===== config.mk =====
export PLATFORM = sky130hd
export DESIGN_NAME = div_iter_unit
export DESIGN_NICKNAME = d
export VERILOG_FILES = /design/src/rtl/div_iter_unit.sv
export SDC_FILE = /design/constraint.sdc
export NUM_CORES = 1
export LEC_CHECK = 0
export CAP_MARGIN = 25
export CORE_AREA = 2 2 106 211
export CTS_BUF_LIST = sky130_fd_sc_hd__clkbuf_8
export DETAILED_ROUTE_END_ITERATION = 6
export DIE_AREA = 0 0 108 213
export GPL_ROUTABILITY_DRIVEN = 0
export GPL_TIMING_DRIVEN = 0
export HOLD_SLACK_MARGIN = 0.12
export PLACE_DENSITY = 0.83
export SYNTH_ARGS = -nofsm -noshare
export SYNTH_HDL_FRONTEND = slang
export SYNTH_SLANG_ARGS = --single-unit

===== constraint.sdc =====
create_clock -name clk -period 3.56 [get_ports clk]
set_input_delay 0.712 -clock clk [delete_from_list [all_inputs] [get_ports clk]]
set_output_delay 0.712 -clock clk [all_outputs]
set_load 0.02 [all_outputs]

===== src/rtl/div_iter_unit.sv =====
// Radix-2 restoring divider for DIV/DIVU, producing {HI=rem, LO=quot}.
// Optional macro DIV_ZERO_FAST_EN: a zero divisor skips the iterations.
module div_iter_unit #(
  parameter int WIDTH = 32,
  parameter int CNT_W = 6
) (
  input  logic               clk,
  input  logic               rst,
  input  logic               start,
  input  logic               sign,
  input  logic               annul,
  input  logic [WIDTH-1:0]   a,
  input  logic [WIDTH-1:0]   b,
  output logic               stall_div,
  output logic               ready,
  output logic [2*WIDTH-1:0] result
);

  typedef enum logic [1:0] {
    S_IDLE,
    S_BUSY,
    S_DONE
  } state_t;

  state_t             state_q, state_d;
  logic [CNT_W-1:0]   cnt_q, cnt_d;
  logic [WIDTH-1:0]   rem_q, rem_d;
  logic [WIDTH-1:0]   quot_q, quot_d;
  logic [WIDTH-1:0]   dvsr_q, dvsr_d;
  logic               negq_q, negq_d;
  logic               negr_q, negr_d;
  logic [2*WIDTH-1:0] res_q, res_d;

  logic               accept;
  logic [WIDTH-1:0]   abs_a;
  logic [WIDTH-1:0]   abs_b;
  logic [WIDTH:0]     rem_sh;
  logic [WIDTH-1:0]   diff;
  logic               ge;
  logic [WIDTH-1:0]   rem_nx;
  logic [WIDTH-1:0]   rem_fix;
  logic [WIDTH-1:0]   quot_fix;
  logic               last;

  always_comb begin
    accept = (state_q == S_IDLE) & start & ~annul;
    abs_a  = (sign & a[WIDTH-1]) ? -a : a;
    abs_b  = (sign & b[WIDTH-1]) ? -b : b;
    // Quotient MSB shifts into the partial remainder each step.
    rem_sh = {rem_q, quot_q[WIDTH-1]};
    ge     = rem_sh >= {1'b0, dvsr_q};
    diff   = rem_sh[WIDTH-1:0] - dvsr_q;
    rem_nx = ge ? diff : rem_sh[WIDTH-1:0];
    rem_fix  = negr_q ? -rem_q : rem_q;
    quot_fix = negq_q ? -quot_q : quot_q;
    last   = cnt_q == CNT_W'(WIDTH - 1);
  end

  always_comb begin
    state_d = state_q;
    cnt_d   = cnt_q;
    rem_d   = rem_q;
    quot_d  = quot_q;
    dvsr_d  = dvsr_q;
    negq_d  = negq_q;
    negr_d  = negr_q;
    res_d   = res_q;
    stall_div = 1'b0;
    ready     = 1'b0;
    result    = res_q;

    unique case (state_q)
      S_IDLE: begin
        if (accept) begin
          stall_div = 1'b1;
          negq_d = sign & (a[WIDTH-1] ^ b[WIDTH-1]);
          negr_d = sign & a[WIDTH-1];
          dvsr_d = abs_b;
          quot_d = abs_a;
          rem_d  = '0;
          cnt_d  = '0;
          state_d = S_BUSY;
`ifdef DIV_ZERO_FAST_EN
          if (b == '0) begin
            rem_d   = abs_a;
            quot_d  = '1;
            state_d = S_DONE;
          end
`endif
        end
      end
      S_BUSY: begin
        stall_div = ~annul;
        rem_d  = rem_nx;
        quot_d = {quot_q[WIDTH-2:0], ge};
        cnt_d  = cnt_q + 1'b1;
        if (last) state_d = S_DONE;
      end
      S_DONE: begin
        if (!annul) begin
          ready  = 1'b1;
          res_d  = {rem_fix, quot_fix};
          result = res_d;
        end
        state_d = S_IDLE;
      end
      default: state_d = S_IDLE;
    endcase

    if (annul) state_d = S_IDLE;
  end

  always_ff @(posedge clk) begin
    if (rst) begin
      state_q <= S_IDLE;
      cnt_q   <= '0;
      rem_q   <= '0;
      quot_q  <= '0;
      dvsr_q  <= '0;
      negq_q  <= 1'b0;
      negr_q  <= 1'b0;
      res_q   <= '0;
    end else begin
      state_q <= state_d;
      cnt_q   <= cnt_d;
      rem_q   <= rem_d;
      quot_q  <= quot_d;
      dvsr_q  <= dvsr_d;
      negq_q  <= negq_d;
      negr_q  <= negr_d;
      res_q   <= res_d;
    end
  end

endmodule


After elaboration in Yosys (flattened, before gate mapping)

Cells that the tools add are included.

Register bits: 170
Output and inout bits: 66
Word-level logic and storage cells: 53
Input port bits: 69

Magnitude comparators: 1
Equal/unequal tests: 5
Muxes and demuxes: 20
Bitwise operators: 7
Reductions and logical operators: 6
Add/sub/neg operators: 6

Operators with widths:

| kind                  | number |
|---|---|
| $mux W32              | 7 |
| $mux W64              | 2 |
| $neg A32 Y32          | 4 |
| $pmux W32 S2          | 2 |
| $ge A33 B32 Y1        | 1 |
| $sub A32 B32 Y32      | 1 |
| $pmux W6 S2           | 1 |
| $add A6 B1 Y6 const B | 1 |
| $eq A6 B5 Y1 const B  | 1 |
| $mux W6               | 1 |
| $reduce_and A2 Y1     | 3 |
| $and A1 B1 Y1         | 5 |
| $mux W2               | 2 |
| $ne A2 B2 Y1 const B  | 2 |
| $pmux W2 S2           | 1 |
| $mux W1               | 3 |
| $eq A2 B1 Y1 const B  | 1 |
| $eq A2 B2 Y1 const B  | 1 |
| $logic_not A2 Y1      | 1 |
| $pmux W1 S2           | 1 |
| $reduce_bool A2 Y1    | 1 |
| $reduce_or A2 Y1      | 1 |
| $not A1 Y1            | 1 |
| $xor A1 B1 Y1         | 1 |

Longest topological paths before layout

Word-level depth: 5
Gate-level depth with buffers: 13
Gate-level depth less buffers: 13

Least setup slack after synthesis

OpenSTA, ideal clock, no wires.

Path type: flip-flop to output port
From: reg rem_q[6]
To: out result[61]
Cell stages (with the launch flop): 9
Data arrival time: 2.992 ns
Path buffers: 0
Path slack: -0.144 ns
Data required time: 2.848 ns
Cells stage by stage: dfxtp_1 > or4_4 > or4_4 > or3_4 > or2_4 > or3_4 > o31ai_4 > xor2_1 > a21oi_1

Longest elaborated chain between the ends: 4

Ends and longest elaborated chain:

| item                   | line | RTL |
|---|---|---|
| start, declared        | 27   | `logic [WIDTH-1:0] rem_q, rem_d;` |
| start signal, assigned | 126  | `rem_q <= rem_d;` |
| $neg A32 Y32           | 54   | `rem_fix = negr_q ? -rem_q : rem_q;` |
| $mux W32               | 54   |  |
| $mux W64               | 100  | `if (!annul) begin` |
| $mux W64               | -    |  |
| end, declared          | 16   | `output logic [2*WIDTH-1:0] result` |

Every way passes these cells.

Worst setup path after layout

From: reg rem_q[6]
To: out result[63]

The elaborated chain is that of the path after synthesis.

==> run_results.csv <==
group,metric,value,unit
worst_hold_path,hold_end,"dvsr_q[0]",
global_routing,grt_overflow,0,
floorplanning,core-area,21400,sq um
pwr,pwr-share-seq,46.5,%
worst_hold_path,min_path_type,"flop to flop",
pwr,pwr-share-comb,22.5,%
logic_synthesis,avgSynthCellArea,7.93,sq um
logic_synthesis,yosys.area_share.simple,21.2,%
pwr,switching_share,33.4,%
floorplanning,initial_core_util,49.4,%
cts,clkTransAtPathRegs,100,ps
logic_synthesis,ys_seq_elements,170,
final_layout,seq_area,3430,sq um
final_layout,syn_to_final_growth,28.4,%
cts,clock_sinks,170,
floorplanning,die_h,213,um
placement,dp_slack,-934,ps
logic_synthesis,synth_xor_area_share,12.0,%
sta,slew_viol_final,0,
logic_synthesis,yosysSeqAreaShare,32.2,%
cts,h-tree-depth,4,
critical_path,reg2reg_setup_slack,230,ps
placement,place_area,12300,sq um
cts,numCtsBuffers,17,
logic_synthesis,synth_compound_area_share,22.6,%
sta,fin_skew,23.7,ps
pwr,switching_power,0.00144,W
detailed_routing,vias,11300,
final_layout,n_fill_cell,1708,
pwr,power_density,319,nW/um^2
run_status,violations,"setup timing",
floorplanning,die_area,23000,sq um
sta,tightest_slew,909,ps
global_routing,track_usage,31.0,%
critical_path,crit_type,"flop to primary output",
final_layout,nets,1626,
logic_synthesis,synth_top_family_by_area,"compound AO/OA/AOI/OAI gates",
floorplanning,die_x,108,um
pwr,intPower,0.00288,W
sta,fin_crit,4320,ps
critical_path,r2r_end,"rem_q[16]",
logic_synthesis,yosysWarningCount,0,
sta,max_freq,231,MHz
sta,finalCritPeriodShare,121,%
floorplanning,ioPinCount,135,
critical_path,cp_max_fo,3,
sta,max_slew_margin,39.4,%
placement,hpwl,26400,um
placement,portBuffers,134,
logic_synthesis,synth-edff-count,0,
critical_path,ff2ff_path_depth,11,
cts,hold_buffers,0,
critical_path,worstPathArrival,3610,ps
cts,clock-root-buffer,"clkbuf_8",
logic_synthesis,ys_dominant_reg_cell,"dfxtp_1",
detailed_routing,drt-vias-per-instance,6.24,
logic_synthesis,syn_nets,1439,
global_routing,grt_pass1_wl,54800,um
cts,cts_tree,"built",
critical_path,cp-start-kind,"flop",
final_layout,design_area,13600,sq um
final_layout,n_antenna_cell,0,
detailed_routing,first_pass_iters,6,
sta,rsz0062_at_grt,"yes",
final_layout,final_common_cell,"nor2_1",
worst_hold_path,worst_hold_path.num_cells,2,
logic_synthesis,synth_cells,1332,
critical_path,reg2reg_from,"rem_q[14]",
sta,layout_setup_ws,-761,ps
final_layout,final_util,63.4,%
detailed_routing,drcViolationCount,0,
detailed_routing,wl,36700,um
detailed_routing,ant_nets,0,
final_layout,most-common-layout-cells,"nor2_1, dfxtp_1, a21oi_1",
sta,finalSetupViolCount,29,
critical_path,crit_required,2850,ps
floorplanning,num_rows,76,
logic_synthesis,postSynth.asyncResetShare,0,%
run_status,run_status,"finished with violations",
logic_synthesis,synth_cell_types,63,
critical_path,end_kind,"primary output",
pwr,ir_worst_vdd,221,uV
logic_synthesis,muxShareOfSynthArea,2.96,%
detailed_routing,drt-initial-drc-count,771,
detailed_routing,wire_per_inst,20.3,um
sta,hold_viol_final,0,
final_layout,final_layout_size_suffix_gt1_share,15.3,%
critical_path,crit_start,"rem_q[6]",
global_routing,grt_pass1_vias,11200,
global_routing,grt_max_degree,18,
final_layout,multi_input_comb_area,7300,sq um
worst_hold_path,min-delay-start,"dvsr_q[0]",
logic_synthesis,synthAdderAreaFrac,4.57,%
cts,clock_path_buffers,2,
logic_synthesis,netlist_area,10600,sq um
cts,clock_latency,490,ps
global_routing,antenna_found_initial,0,
flow_run,cap_viol_max_count,0,
pwr,p_leak,5.27,nW
pwr,p_clk_share,31.0,%
## what timing repair did
item / 4_1_cts / 5_1_grt
pin swaps: 25 / 30
resized for setup: 276 / 90
setup buffers: 19 / 15
setup endpoints to repair: 88 / 70
## metal layers
metal	vias up	track usage [%]	wire length (um)
met5	-	0	0
met4	0	27.5	3830
met3	281	6.14	2430
met2	648	57.4	19200
met1	5224	27.3	11200
li1	5104	-	-
## state kept, by name, indices dropped and copies added (netlist names)
signal / flops
negr_q: 1
negq_q: 1
rem_q: 32
cnt_q: 6
res_q: 64
state_q: 2
quot_q: 32
dvsr_q: 32
## per-stage QoR
stage	total power [W]	std cells	hold slack [ps]	setup TNS, ps
after CTS	0.00421	1790	467	-11070
final	0.00432	1805	470	-13060
after floorplan	0.00257	1332	432	0
after global routing	0.00445	1805	499	-14270
after global placement	0.00285	1739	442	-44400
after detailed placement	0.00287	1739	455	-48210
## logic make-up after synthesis
logic type / Yosys count
AO/OA/AOI/OAI: 366
XOR/XNOR: 145
adder cells (fa/ha/maj): 38
buffers and inverters: 124
flip-flops: 170
multiplexers: 30
AND/OR/NAND/NOR: 459
## final cells by class
| class | instances | area share, % |
|---|---|---|
| clock buffers | 18 | 1.83 |
| clock inverters | 14 | 0.978 |
| multi-input cells | 1038 | 53.8 |
| well taps | 273 | 2.52 |
| inverters | 52 | 1.44 |
| plain buffers | 72 | 2.34 |
| flip-flops and latches | 170 | 25.3 |
| repair buffers | 168 | 11.8 |
## worst max-delay path: stages, from the launching register on
cell and delay [ps]:
dfxtp_4 370, or4_4 560, or4_4 440, or3_4 380, or2_4 260, or3_4 380
o31ai_4 180, xor2_1 280, a21oi_2 120, buf_6 140
## power groups by stage
stage | combinational (W) | clock [W] | sequential, W
after floorplan | 0.000543 | 0 | 0.00203
after global placement | 0.000806 | 0 | 0.00204
after detailed placement | 0.000822 | 0 | 0.00204
after CTS | 0.000880 | 0.00133 | 0.00200
after global routing | 0.00104 | 0.00140 | 0.00201
final | 0.000972 | 0.00134 | 0.00201
## synthesized netlist by cell type (3+ instances only)
cell type | n | share of area (%)
o41ai_1 | 14 | 1.2
o31ai_1 | 25 | 1.8
mux2_2 | 10 | 1.1
o21a_1 | 5 | 0.36
inv_1 | 52 | 1.8
nor2_1 | 179 | 6.4
o211ai_1 | 6 | 0.43
nand4_1 | 9 | 0.53
o21bai_1 | 7 | 0.50
xnor2_1 | 54 | 4.5
or3_1 | 16 | 0.95
nand3b_1 | 8 | 0.57
a21oi_1 | 119 | 5.6
a22oi_1 | 5 | 0.36
nand3_1 | 14 | 0.66
buf_2 | 4 | 0.19
nor2b_1 | 70 | 4.1
buf_1 | 6 | 0.21
dfxtp_1 | 170 | 32
nand2b_1 | 9 | 0.53
a2111oi_0 | 3 | 0.25
xor2_1 | 91 | 7.5
a222oi_1 | 29 | 2.7
nor4_1 | 12 | 0.71
or4_1 | 12 | 0.85
a221oi_1 | 3 | 0.25
or4_4 | 4 | 0.43
a31oi_1 | 5 | 0.30
nand2_1 | 97 | 3.4
mux2i_1 | 20 | 1.9
clkbuf_1 | 62 | 2.2
nor3_1 | 12 | 0.57
o21ai_0 | 86 | 4.1
ha_1 | 37 | 4.4
a211oi_1 | 32 | 2.3
a21o_1 | 10 | 0.71
## worst max path at each step
| stage | end | slack [ps] | cells after the start |
|---|---|---|---|
| after detailed placement | result[27] | -930 | 7 |
| after CTS | result[63] | -690 | 9 |
| after global placement | result[31] | -910 | 7 |
| final | result[63] | -760 | 9 |
| after global routing | result[63] | -800 | 9 |
| after floorplan | result[61] | 7 | 8 |
No activity file was read; power rests on OpenSTA's default activity.
